[src/rtl/cpu_pkg.sv]
// Shared fetch/decode definitions: bus widths, halt opcode and fetch FSM encoding.
package cpu_pkg;
  localparam int ADDR_W = 8;
  localparam int DATA_W = 16;
  localparam int OP_W   = 6;
  localparam logic [OP_W-1:0] HALT_OP_DEF = 6'b001111;

  typedef enum logic [2:0] {
    IDLE = 3'd0,
    REQ  = 3'd1,
    WAIT = 3'd2,
    HOLD = 3'd3,
    HALT = 3'd4
  } fetch_state_t;
endpackage

[src/rtl/instr_fetch_if.sv]
// Program-memory read port plus the ir handshake and redirect toward decode.
interface instr_fetch_if
  import cpu_pkg::*;
#(
  parameter int ADDR_WIDTH = ADDR_W,
  parameter int DATA_WIDTH = DATA_W
);
  logic [ADDR_WIDTH-1:0] mem_addr;
  logic                  mem_ce;
  logic                  mem_rw;
  logic [DATA_WIDTH-1:0] mem_data;
  logic [DATA_WIDTH-1:0] ir;
  logic                  ir_valid;
  logic                  ir_ready;
  logic                  jmp_en;
  logic [ADDR_WIDTH-1:0] jmp_addr;

  modport master (
    output mem_addr, mem_ce, mem_rw, ir, ir_valid,
    input  mem_data, ir_ready, jmp_en, jmp_addr
  );

  modport slave (
    input  mem_addr, mem_ce, mem_rw, ir, ir_valid,
    output mem_data, ir_ready, jmp_en, jmp_addr
  );
endinterface

[src/rtl/instr_fetch.sv]
// Instruction fetch: reads program memory at pc, presents words on ir with a
// valid/ready handshake, follows redirects and stops on the halt opcode.
//
// state | meaning
// IDLE  | waiting for start, memory idle
// REQ   | address phase, chip enable asserted
// WAIT  | registered read data returns; captured into ir on exit
// HOLD  | ir valid, waiting for decode to accept
// HALT  | halt instruction accepted; only clr leaves
module instr_fetch
  import cpu_pkg::*;
#(
  parameter int              ADDR_WIDTH = ADDR_W,
  parameter int              DATA_WIDTH = DATA_W,
  parameter logic [OP_W-1:0] HALT_OP    = HALT_OP_DEF
) (
  input  logic                  clk,
  input  logic                  clr,
  input  logic                  start,
  instr_fetch_if.master         bus,
  output logic [ADDR_WIDTH-1:0] pc,
  output logic                  halted
);

  fetch_state_t          state_q, state_d;
  logic [DATA_WIDTH-1:0] ir_q;
  logic                  is_halt;
  logic                  handshake;

  assign is_halt   = (ir_q[DATA_WIDTH-1 -: OP_W] == HALT_OP);
  assign handshake = (state_q == HOLD) && bus.ir_ready;

  always_ff @(posedge clk or posedge clr) begin
    if (clr) state_q <= IDLE;
    else     state_q <= state_d;
  end

  always_comb begin
    state_d = state_q;
    case (state_q)
      IDLE:    if (start) state_d = REQ;
      REQ:     state_d = WAIT;
      WAIT:    state_d = HOLD;
      HOLD:    if (bus.ir_ready) state_d = is_halt ? HALT : REQ;
      HALT:    state_d = HALT;
      default: state_d = IDLE;
    endcase
  end

  // pc advances when the word is captured, so a redirect on accept overrides it
  always_ff @(posedge clk or posedge clr) begin
    if (clr) begin
      pc   <= '0;
      ir_q <= '0;
    end else if (state_q == WAIT) begin
      ir_q <= bus.mem_data;
      pc   <= pc + 1'b1;
    end else if (handshake && bus.jmp_en && !is_halt) begin
      pc <= bus.jmp_addr;
    end
  end

  assign bus.mem_addr = pc;
  assign bus.mem_ce   = (state_q == REQ) || (state_q == WAIT);
  assign bus.mem_rw   = 1'b1;
  assign bus.ir       = ir_q;
  assign bus.ir_valid = (state_q == HOLD);
  assign halted       = (state_q == HALT);

endmodule
[src/flat_wrapper.sv]
// flat-port wrapper written by rule: the top's interface ports become plain ports
module instr_fetch_flat import cpu_pkg::*;
#(
  parameter int              ADDR_WIDTH = ADDR_W,
  parameter int              DATA_WIDTH = DATA_W,
  parameter logic [OP_W-1:0] HALT_OP    = HALT_OP_DEF
)
  (clk, clr, start, pc, halted, bus_mem_addr, bus_mem_ce, bus_mem_rw, bus_ir, bus_ir_valid, bus_mem_data, bus_ir_ready, bus_jmp_en, bus_jmp_addr);
  instr_fetch_if #(.ADDR_WIDTH(ADDR_WIDTH), .DATA_WIDTH(DATA_WIDTH)) bus_i ();
  input  logic clk;
  input  logic clr;
  input  logic start;
  output logic [ADDR_WIDTH-1:0] pc;
  output logic halted;
  output wire logic [$bits(bus_i.mem_addr)-1:0] bus_mem_addr;
  output wire logic [$bits(bus_i.mem_ce)-1:0] bus_mem_ce;
  output wire logic [$bits(bus_i.mem_rw)-1:0] bus_mem_rw;
  output wire logic [$bits(bus_i.ir)-1:0] bus_ir;
  output wire logic [$bits(bus_i.ir_valid)-1:0] bus_ir_valid;
  input wire logic [$bits(bus_i.mem_data)-1:0] bus_mem_data;
  input wire logic [$bits(bus_i.ir_ready)-1:0] bus_ir_ready;
  input wire logic [$bits(bus_i.jmp_en)-1:0] bus_jmp_en;
  input wire logic [$bits(bus_i.jmp_addr)-1:0] bus_jmp_addr;
  assign bus_mem_addr = bus_i.mem_addr;
  assign bus_mem_ce = bus_i.mem_ce;
  assign bus_mem_rw = bus_i.mem_rw;
  assign bus_ir = bus_i.ir;
  assign bus_ir_valid = bus_i.ir_valid;
  assign bus_i.mem_data = bus_mem_data;
  assign bus_i.ir_ready = bus_ir_ready;
  assign bus_i.jmp_en = bus_jmp_en;
  assign bus_i.jmp_addr = bus_jmp_addr;
  instr_fetch #(.ADDR_WIDTH(ADDR_WIDTH), .DATA_WIDTH(DATA_WIDTH), .HALT_OP(HALT_OP)) u_core (.clk(clk), .clr(clr), .start(start), .bus(bus_i), .pc(pc), .halted(halted));
endmodule
[config.mk]
export PLATFORM = sky130hd
export DESIGN_NAME = instr_fetch_flat
export DESIGN_NICKNAME = d
export VERILOG_FILES = /design/src/rtl/cpu_pkg.sv /design/src/rtl/instr_fetch_if.sv /design/src/rtl/instr_fetch.sv /design/src/flat_wrapper.sv
export SDC_FILE = /design/constraint.sdc
export NUM_CORES = 1
export LEC_CHECK = 0
export ABC_AREA = 1
export CORE_MARGIN = 3
export CORE_UTILIZATION = 43
export CTS_BUF_LIST = sky130_fd_sc_hd__clkbuf_8
export DETAILED_ROUTE_END_ITERATION = 8
export PLACE_DENSITY_LB_ADDON = 0.08
export REMOVE_ABC_BUFFERS = 1
export SKIP_CTS_REPAIR_TIMING = 1
export SLEW_MARGIN = 10
export SYNTH_ARGS = -nofsm -noshare
export SYNTH_HDL_FRONTEND = slang
export SYNTH_SLANG_ARGS = --single-unit
[constraint.sdc]
create_clock -name clk -period 1.2 [get_ports clk]
set_input_delay 0.24 -clock clk [delete_from_list [all_inputs] [get_ports clk]]
set_output_delay 0.24 -clock clk [all_outputs]
set_load 0.01 [all_outputs]
==> results of run 1 <==
worst register-to-register path: cells and delay by family (launching register included):
family,cells,cell delay [ps]
buf+inv,3,420
simple gates,5,650
flops,1,390
Yosys cell counts (2+ instances only):
master                      n
sky130_fd_sc_hd__nand2_1   93
sky130_fd_sc_hd__o21ai_1    2
sky130_fd_sc_hd__o21bai_1   2
sky130_fd_sc_hd__buf_2      2
sky130_fd_sc_hd__buf_4     10
sky130_fd_sc_hd__buf_6      2
sky130_fd_sc_hd__inv_1     13
sky130_fd_sc_hd__nand3b_1   2
sky130_fd_sc_hd__dfrtp_1   27
sky130_fd_sc_hd__nand2_4    3
sky130_fd_sc_hd__nor2_1     8
sky130_fd_sc_hd__nand3_1   22
cell families after synthesis:
family | Yosys count | share of synthesized area [%]
other cells | 1 | 0.255
xor+xnor | 1 | 0.596
fa+ha+maj | 1 | 0.851
buf+inv | 28 | 11.1
flops | 27 | 46.0
simple gates | 132 | 38.9
compound gates | 6 | 2.38
power by group:
| group | switching (W) | internal (W) | total [W] |
|---|---|---|---|
| Sequential | 0.000333 | 0.00135 | 0.00169 |
| Clock | 0.000305 | 0.000234 | 0.000539 |
| Combinational | 0.00215 | 0.00231 | 0.00446 |
registers in the layout, summed over array words and instances (netlist names):
register / cells
u_core.state_q: 3
u_core.bus.ir: 16
u_core.bus.mem_addr: 8
layout by cell type (no fill, tap or decap), types with 4 or more instances in the layout:
| cell | instances |
|---|---|
| sky130_fd_sc_hd__nand2_1 | 84 |
| sky130_fd_sc_hd__dlymetal6s2s_1 | 32 |
| sky130_fd_sc_hd__clkdlybuf4s50_1 | 28 |
| sky130_fd_sc_hd__buf_4 | 25 |
| sky130_fd_sc_hd__dfrtp_1 | 24 |
| sky130_fd_sc_hd__nand3_1 | 21 |
| sky130_fd_sc_hd__inv_1 | 11 |
| sky130_fd_sc_hd__nand2_2 | 10 |
| sky130_fd_sc_hd__nor2_1 | 5 |
| sky130_fd_sc_hd__buf_12 | 4 |
layer usage:
layer | vias up | global-route usage, %
met1 | 759 | 22.5
met2 | 80 | 32.0
met5 | - | 0
met3 | 10 | 5.20
li1 | 781 | -
met4 | 0 | 4.75
through the flow:
step,cells,setup TNS (ps),total power [W]
after floorplan,182,-228,0.00325
after global placement,311,-2800,0.00527
after detailed placement,311,-3300,0.00534
after CTS,315,-12280,0.00588
after global routing,329,-6560,0.00716
final,329,-4800,0.00668
worst paths after layout:
path,startpoint,end,depth (start not counted)
worst max-delay path,u_core.state_q[1]$_DFFE_PP0P_,u_core.bus.mem_addr[5]$_DFFE_PP0P_,8
worst min-delay path,clr,u_core.bus.ir[7]$_DFFE_PP0N_,3
worst max register to register,u_core.state_q[1]$_DFFE_PP0P_,u_core.bus.mem_addr[5]$_DFFE_PP0P_,8
worst min register to register,u_core.bus.ir[1]$_DFFE_PP0N_,u_core.bus.ir[1]$_DFFE_PP0N_,2
max in group asynchronous,clr,u_core.bus.mem_addr[0]$_DFFE_PP0P_,3
min in group clk,bus_mem_data[4],u_core.bus.ir[4]$_DFFE_PP0N_,3
cell type report:
class,instances,area (µm²)
Timing Repair Buffer,96,1040
Inverter,14,65.1
Tap cell,44,55.1
Multi-Input combinational cell,143,717
Clock inverter,1,5.00
Sequential cell,27,679
Timing Repair inverter,1,6.26
Clock buffer,3,41.3
Fill cell,220,542
==> impl_metrics.py, run 1 <==
metrics = {
    "critical_path": {
        "worst_setup_path_end_kind": "flip-flop",
        "startpoint_type": "flip-flop",
        "cp_max_fo": 5,
        "critical_path.slowest_cell": "sky130_fd_sc_hd__dfrtp_1",
        "cp_slowest_stage_delay_ps": 390,
        "cp_data_arrival_time_ps": 1750,
        "r2r_slack_ps": -390,
        "critical_path_class": "flip-flop to flip-flop",
        "critical-path-top-delay-family": "simple AND/OR/NAND/NOR gates",
        "worst-endpoint-required_ps": 1350,
        "number_of_buffer_and_inverter_stages_on_the_critical_path": 3,
        "crit_path_cell_trace": "buf_6, buf_4, nand3_4, buf_4, nor2_4, nand2_4, nand3_1, nand3_1",
    },
    "detailed_routing": {
        "drt_first_pass_iters": 4,
        "wl_met1_um": 1850,
        "ant_nets": 0,
        "drc_errors": 0,
        "met3WireLength_um": 316,
        "finalWirelength_um": 4730,
        "wl_met2_um": 2500,
        "violation_count_after_the_first_detailed_routing_iteration": 79,
        "route.detailed.wl_per_inst_um": 14.4,
        "routed.top_layer": "met4",
        "vias_after_detailed_routing": 1630,
        "avgViaCountPerCell": 4.95,
    },
    "timing": {
        "setup_slack_ps": -394,
        "fin_hold_ws_ps": 269,
        "timing.final.setup_violations": 30,
        "report.final.hold_viol_count": 0,
        "final_min_period_over_clock_period_pct": 133,
        "grt_setup_unrepaired": "yes",
        "final_max_slew_viol_count": 0,
        "clock_skew_ps": 11.3,
        "max_freq_ghz": 0.627,
        "post-route-min-period_ps": 1590,
    },
    "final_layout": {
        "design_area_um2": 2610,
        "final_nets": 316,
        "area_delta_synth_final_pct": 77.6,
        "share_of_the_core_filled_with_cells_pct": 82.8,
        "antennaDiodeCount": 0,
        "drive_above_1_share_pct": 24.6,
    },
    "global_routing": {
        "grt_start_max_net_pins": 28,
        "number_of_global_route_vias_before_repair": 1363,
        "track_usage_pct": 18.4,
        "globalRouteOverflowTotal": 0,
        "grt_antenna_before_repair": 0,
        "wire_length_of_the_first_global_routing_pass_um": 6070,
    },
    "floorplanning": {
        "row_count": 20,
        "fp.dieW_um": 64.5,
        "dieArea_um2": 4160,
        "ios": 65,
        "die_height_um": 64.5,
        "initial_cell_density_of_the_core_pct": 46.6,
        "core_um2": 3150,
    },
    "clock_network": {
        "cts.clk_slew.worst_paths_ps": 100,
        "cts_buffers": 3,
        "tritoncts": "done",
        "tritoncts_num_sinks": 27,
        "htreeDepth": 1,
        "cts_buffer_depth": 2,
        "cts.root.buffer_cell": "sky130_fd_sc_hd__clkbuf_8",
        "insertion_delay_ps": 280,
    },
    "run_status": {
        "run_status": "finished, violations left",
        "violations": "negative setup slack",
    },
    "power_and_ir_drop": {
        "p_leak_nw": 1.64,
        "ir_worst_vdd_v": 0.00125,
        "power_per_cell_area_nw_per_um2": 2560,
    },
    "placed_design": {
        "dpl.hpwl_um": 2670,
        "dpl_worst_slack_ps": -414,
        "placed_cell_area_um2": 2250,
        "place_congestion": 0.790,
        "io_buffer_count": 63,
    },
    "yosys": {
        "yosys-top-cells-area": "sky130_fd_sc_hd__dfrtp_1 46%, sky130_fd_sc_hd__nand2_1 24%, sky130_fd_sc_hd__nand3_1 7.5%",
        "synth_enable_flop_cells": 0,
        "yosysWarningCount": 0,
        "postSynthRegisterBits": 27,
        "yosys.area.top_type_share_pct": 46.0,
        "synthesis.area_um2": 1470,
        "synth-main-ff-cell": "sky130_fd_sc_hd__dfrtp_1",
        "syn-mean-instance-area_um2": 7.50,
        "async_reset_ff_share_pct": 100,
        "synthesis.instances": 196,
        "synth_largest_area_cell": "sky130_fd_sc_hd__dfrtp_1",
        "synth_sequential_area_ratio_pct": 46.0,
        "yosysUniqueCellTypes": 22,
    },
    "run": {
        "drv_cap": 0,
    },
    "hold_path": {
        "min-delay-path-class": "input pin to async pin",
    },
}
No activity file was read; power rests on OpenSTA's default activity.
==> inputs of run 2 (changes only) <==
--- a/config.mk
+++ b/config.mk
@@ -12,8 +12,8 @@
 export DETAILED_ROUTE_END_ITERATION = 8
 export PLACE_DENSITY_LB_ADDON = 0.08
 export REMOVE_ABC_BUFFERS = 1
-export SKIP_CTS_REPAIR_TIMING = 1
 export SLEW_MARGIN = 10
 export SYNTH_ARGS = -nofsm -noshare
 export SYNTH_HDL_FRONTEND = slang
 export SYNTH_SLANG_ARGS = --single-unit
+export TNS_END_PERCENT = 50
==> run 2 against run 1 <==
The run still ends with negative setup slack left; hold slack improved by 14 ps; global-route usage rose by 1.1 points; sequential share of layout area rose by 0.94 points; total power fell by 4.4%; sequential power fell by 5%; first-iteration DRC count rose by 11%; die area did not move; cell area fell by 4.0%; register-to-register slack improved by 210 ps; critical endpoint is now bus_mem_ce.
==> impl_metrics.py, run 2 (synthesized netlist as in run 1, its figures left out) <==
metrics = {
    "run_status": {
        "run_status": "finished, violations left",
        "violations": "negative setup slack",
    },
    "critical_path": {
        "startpoint_type": "flip-flop",
        "critical_path.slowest_cell": "sky130_fd_sc_hd__dfrtp_1",
        "worst_setup_path_end_kind": "primary output",
        "startpoint": "u_core.state_q[0]$_DFFE_PP0P_",
        "r2r_slack_ps": -180,
        "reg2reg_from": "u_core.state_q[1]$_DFFE_PP0P_",
        "critical_path_class": "flip-flop to primary output",
        "crit_path_cell_trace": "nor2_2, buf_4, or2_4, inv_2, buf_6",
        "worst_setup_path_endpoint": "bus_mem_ce",
        "cp_data_arrival_time_ps": 1280,
        "ff2ff_path_depth": 8,
        "worst-endpoint-required_ps": 960,
        "cp_max_fo": 3,
        "cp_slowest_stage_delay_ps": 410,
        "rr_endpoint": "u_core.bus.mem_addr[2]$_DFFE_PP0P_",
    },
    "timing": {
        "max_freq_ghz": 0.656,
        "fin_hold_ws_ps": 283,
        "final_min_period_over_clock_period_pct": 127,
        "grt_setup_unrepaired": "yes",
        "report.final.hold_viol_count": 0,
        "clock_skew_ps": 7.47,
        "post-route-min-period_ps": 1520,
        "final_max_slew_viol_count": 0,
        "tns_ps": -2450,
        "timing.final.setup_violations": 28,
        "setup_slack_ps": -324,
    },
    "clock_network": {
        "cts_buffers": 3,
        "hold_buffers": 0,
        "insertion_delay_ps": 270,
        "cts.root.buffer_cell": "sky130_fd_sc_hd__clkbuf_8",
        "htreeDepth": 1,
        "tritoncts_num_sinks": 27,
        "cts.clk_slew.worst_paths_ps": 100,
        "cts_buffer_depth": 2,
        "tritoncts": "done",
    },
    "global_routing": {
        "wire_length_of_the_first_global_routing_pass_um": 6420,
        "globalRouteOverflowTotal": 0,
        "track_usage_pct": 19.5,
        "grt_start_max_net_pins": 28,
        "grt_antenna_before_repair": 0,
        "number_of_global_route_vias_before_repair": 1431,
    },
    "floorplanning": {
        "ios": 65,
        "core_um2": 3150,
        "dieArea_um2": 4160,
        "initial_cell_density_of_the_core_pct": 46.6,
        "die_height_um": 64.5,
        "row_count": 20,
        "fp.dieW_um": 64.5,
    },
    "detailed_routing": {
        "violation_count_after_the_first_detailed_routing_iteration": 88,
        "drt_first_pass_iters": 4,
        "finalWirelength_um": 4170,
        "ant_nets": 0,
        "route.detailed.wl_per_inst_um": 12.4,
        "drc_errors": 0,
        "vias_after_detailed_routing": 1595,
        "avgViaCountPerCell": 4.75,
    },
    "final_layout": {
        "antennaDiodeCount": 0,
        "final_nets": 323,
        "drive_above_1_share_pct": 28.4,
        "number_of_flip_flops_in_the_largest_register": 16,
        "final_cell_mix": "91 x sky130_fd_sc_hd__nand2_1, 34 x sky130_fd_sc_hd__buf_4, 28 x sky130_fd_sc_hd__clkdlybuf4s50_1",
        "area_delta_synth_final_pct": 70.5,
        "share_of_the_core_filled_with_cells_pct": 79.5,
        "design_area_um2": 2510,
        "layout_commonest_cell": "sky130_fd_sc_hd__nand2_1",
    },
    "placed_design": {
        "io_buffer_count": 63,
        "dpl_worst_slack_ps": -414,
        "place_congestion": 0.790,
        "dpl.hpwl_um": 2670,
        "placed_cell_area_um2": 2250,
    },
    "power_and_ir_drop": {
        "ir_worst_vdd_v": 0.00115,
        "power_per_cell_area_nw_per_um2": 2550,
        "p_leak_nw": 1.32,
    },
    "run": {
        "drv_cap": 0,
    },
    "hold_path": {
        "min-delay-path-class": "input pin to async pin",
    },
}
==> run 2: area by class of cell <==
type                       instances  area (µm²)
multi-input combinational        142         699
clock inverter                     1        5.00
timing repair buffer             104         958
sequential                        27         676
clock buffer                       3        41.3
inverter                          14        65.1
timing repair inverter             1        6.26
tap                               44        55.1
fill                             236         647
==> run 2: per-stage QoR <==
| step | total power, W | std cells |
|---|---|---|
| floorplan | 0.00325 | 182 |
| global placement | 0.00527 | 311 |
| detailed placement | 0.00534 | 311 |
| CTS | 0.00586 | 328 |
| global route | 0.00695 | 336 |
| finish | 0.00639 | 336 |
==> run 2: repair_timing <==
action                                  4_1_cts  5_1_grt
cloned                                        0        3
endpoints found under the setup margin       60       51
pin swaps                                     5        6
buffers inserted                             13        6
resized for setup                            85       41
==> run 2: power breakdown <==
| group | total, W | internal (W) | switching (W) |
|---|---|---|---|
| Clock | 0.000518 | 0.000233 | 0.000285 |
| Combinational | 0.00426 | 0.00219 | 0.00207 |
| Sequential | 0.00161 | 0.00134 | 0.000269 |
| Total | 0.00639 | 0.00377 | 0.00262 |
==> run 2: critical path, delay by kind of cell (launching register included) <==
kind,cells,cell delay (ps)
buffers and inverters,3,290
flip-flops,1,410
AND/OR/NAND/NOR,2,300
==> run 2: worst min path at each step <==
stage | startpoint | to | slack, ps | cells after the start
floorplan | clr | u_core.bus.ir[0]$_DFFE_PP0N_ | 290 | 1
global placement | u_core.bus.ir[5]$_DFFE_PP0N_ | u_core.bus.ir[5]$_DFFE_PP0N_ | 460 | 2
detailed placement | u_core.bus.ir[7]$_DFFE_PP0N_ | u_core.bus.ir[7]$_DFFE_PP0N_ | 470 | 2
CTS | clr | u_core.bus.ir[7]$_DFFE_PP0N_ | 290 | 3
global route | clr | u_core.bus.ir[7]$_DFFE_PP0N_ | 320 | 3
finish | clr | u_core.bus.ir[7]$_DFFE_PP0N_ | 280 | 3
==> run 2: metal layers <==
metal | share of wire (%) | wire length (µm) | track usage (%)
met1 | 41 | 1700 | 23.2
met2 | 52 | 2160 | 34.9
met3 | 6.6 | 277 | 5.20
met4 | 0.84 | 35 | 4.75
met5 | 0 | 0 | 0
==> inputs of run 3 (changes only) <==
--- a/config.mk
+++ b/config.mk
@@ -12,6 +12,7 @@
 export DETAILED_ROUTE_END_ITERATION = 8
 export PLACE_DENSITY_LB_ADDON = 0.08
 export REMOVE_ABC_BUFFERS = 1
+export SETUP_SLACK_MARGIN = 0.1
 export SLEW_MARGIN = 10
 export SYNTH_ARGS = -nofsm -noshare
 export SYNTH_HDL_FRONTEND = slang
==> run 3 against run 2 <==
The run still ends with negative setup slack left; die area unchanged; setup slack better by 46 ps; critical path depth unchanged; critical endpoint unchanged; clock skew up 0.63 ps; sequential share of layout area down 0.58 points; wire length down 0.62%; cell area up 2.2%; largest power group unchanged; first-iteration DRC count down 32%; combinational power up 5.9%; cell count up 0.60%; flip-flop and latch count unchanged.
==> impl_metrics.py, run 3 (synthesized netlist as in run 1, its figures left out) <==
metrics = {
    "run_status": {
        "run_status": "finished, violations left",
        "violations": "negative setup slack",
    },
    "global_routing": {
        "number_of_global_route_vias_before_repair": 1470,
        "wire_length_of_the_first_global_routing_pass_um": 6670,
        "globalRouteOverflowTotal": 0,
        "track_usage_pct": 20.3,
        "grt_start_max_net_pins": 28,
        "grt_antenna_before_repair": 0,
    },
    "detailed_routing": {
        "drt_first_pass_iters": 4,
        "wl_met1_um": 1760,
        "wl_met2_um": 2080,
        "met3WireLength_um": 245,
        "routed.top_layer": "met4",
        "drc_errors": 0,
        "finalWirelength_um": 4150,
        "vias_after_detailed_routing": 1580,
        "ant_nets": 0,
        "avgViaCountPerCell": 4.67,
        "violation_count_after_the_first_detailed_routing_iteration": 60,
        "route.detailed.wl_per_inst_um": 12.3,
    },
    "timing": {
        "grt_setup_unrepaired": "yes",
        "max_freq_ghz": 0.676,
        "report.final.hold_viol_count": 0,
        "final_max_slew_viol_count": 0,
        "timing.final.setup_violations": 28,
        "post-route-min-period_ps": 1480,
        "setup_slack_ps": -278,
        "clock_skew_ps": 8.11,
        "final_min_period_over_clock_period_pct": 123,
    },
    "final_layout": {
        "final_nets": 325,
        "share_of_the_core_filled_with_cells_pct": 81.2,
        "drive_above_1_share_pct": 36.1,
        "antennaDiodeCount": 0,
        "number_of_flip_flops_in_the_largest_register": 16,
        "layout.cells.non_filler": 338,
        "final_cell_mix": "90 x sky130_fd_sc_hd__nand2_1, 28 x sky130_fd_sc_hd__clkdlybuf4s50_1, 28 x sky130_fd_sc_hd__buf_6",
        "layout_commonest_cell": "sky130_fd_sc_hd__nand2_1",
        "area_delta_synth_final_pct": 74.2,
    },
    "clock_network": {
        "cts.clk_slew.worst_paths_ps": 100,
        "tritoncts": "done",
        "htreeDepth": 1,
        "cts_buffers": 3,
        "hold_buffers": 0,
        "cts.root.buffer_cell": "sky130_fd_sc_hd__clkbuf_8",
        "tritoncts_num_sinks": 27,
        "cts_buffer_depth": 2,
        "insertion_delay_ps": 280,
    },
    "placed_design": {
        "dp_cells": 311,
        "io_buffer_count": 63,
        "dpl.hpwl_um": 2670,
        "dpl_worst_slack_ps": -414,
        "place_congestion": 0.790,
    },
    "critical_path": {
        "worst_setup_path_end_kind": "primary output",
        "critical_path_class": "flip-flop to primary output",
        "cp_max_fo": 3,
        "cp_data_arrival_time_ps": 1240,
        "worst-endpoint-required_ps": 960,
        "startpoint_type": "flip-flop",
    },
    "power_and_ir_drop": {
        "sw_frac_of_total_pct": 40.2,
        "pwr-share-seq_pct": 24.5,
        "combinationalPowerShare_pct": 67.7,
        "power_per_cell_area_nw_per_um2": 2600,
        "power_switching_w": 0.00267,
        "clk_network_pwr_share_pct": 7.8,
        "power.internal_w": 0.00399,
        "ir_worst_vdd_v": 0.00113,
        "p_leak_nw": 1.37,
    },
    "floorplanning": {
        "dieArea_um2": 4160,
        "initial_cell_density_of_the_core_pct": 46.6,
        "die_height_um": 64.5,
        "core_um2": 3150,
        "fp.dieW_um": 64.5,
        "row_count": 20,
        "ios": 65,
    },
    "hold_path": {
        "min-delay-path-class": "input pin to async pin",
    },
    "run": {
        "drv_cap": 0,
    },
}
run 3: layer usage:
layer / vias to the layer above / GRT usage, %
met2: 56 / 36.6
met5: - / 0
met4: 0 / 6.33
met3: 6 / 4.51
met1: 724 / 23.9
li1: 794 / -
run 3: worst paths after layout:
kind | start | endpoint | slack (ps) | depth (start not counted)
worst max-delay path | u_core.state_q[0]$_DFFE_PP0P_ | bus_mem_ce | -280 | 5
worst min-delay path | clr | u_core.bus.ir[14]$_DFFE_PP0N_ | 280 | 3
worst max register to register | u_core.state_q[1]$_DFFE_PP0P_ | u_core.bus.mem_addr[4]$_DFFE_PP0P_ | -190 | 8
worst min register to register | u_core.bus.ir[0]$_DFFE_PP0N_ | u_core.bus.ir[0]$_DFFE_PP0N_ | 480 | 2
max in group asynchronous | clr | u_core.bus.ir[5]$_DFFE_PP0N_ | 750 | 3
min in group clk | u_core.bus.ir[0]$_DFFE_PP0N_ | u_core.bus.ir[0]$_DFFE_PP0N_ | 480 | 2
run 3: per-stage QoR:
stage	setup TNS (ps)	power [W]	hold slack [ps]	area, µm²
after floorplan	-228	0.00325	293	1360
after global placement	-2800	0.00527	464	2250
after detailed placement	-3300	0.00534	469	2250
after CTS	-2250	0.00610	286	2370
after global routing	-5910	0.00722	322	2560
final	-3280	0.00666	278	2560
run 3: timing repair:
action	4_1_cts	5_1_grt
buffers inserted	15	5
endpoints found under the setup margin	61	46
cloned	0	3
gates resized for setup	170	25
pin swaps	5	6
run 3: power by group through the flow:
stage | registers (W) | logic, W | clock network, W
after CTS | 0.00161 | 0.00396 | 0.000532
after global placement | 0.00165 | 0.00362 | 0
after floorplan | 0.00197 | 0.00128 | 0
after detailed placement | 0.00166 | 0.00368 | 0
after global routing | 0.00169 | 0.00496 | 0.000570
final | 0.00163 | 0.00451 | 0.000518
run 3: layout make-up:
type                       instances  area [µm²]
clock buffer                       3        41.3
clock inverter                     1        5.00
timing repair buffer             107        1010
sequential                        27         676
tap                               44        55.1
inverter                          14        65.1
fill                             229         592
multi-input combinational        142         708
run 3: worst max-delay path: stages (launching register included):
cell                      delay [ps]
sky130_fd_sc_hd__dfrtp_1         400
sky130_fd_sc_hd__nor2_2           70
sky130_fd_sc_hd__buf_4           130
sky130_fd_sc_hd__or2_4           220
sky130_fd_sc_hd__inv_2            50
sky130_fd_sc_hd__buf_6            90
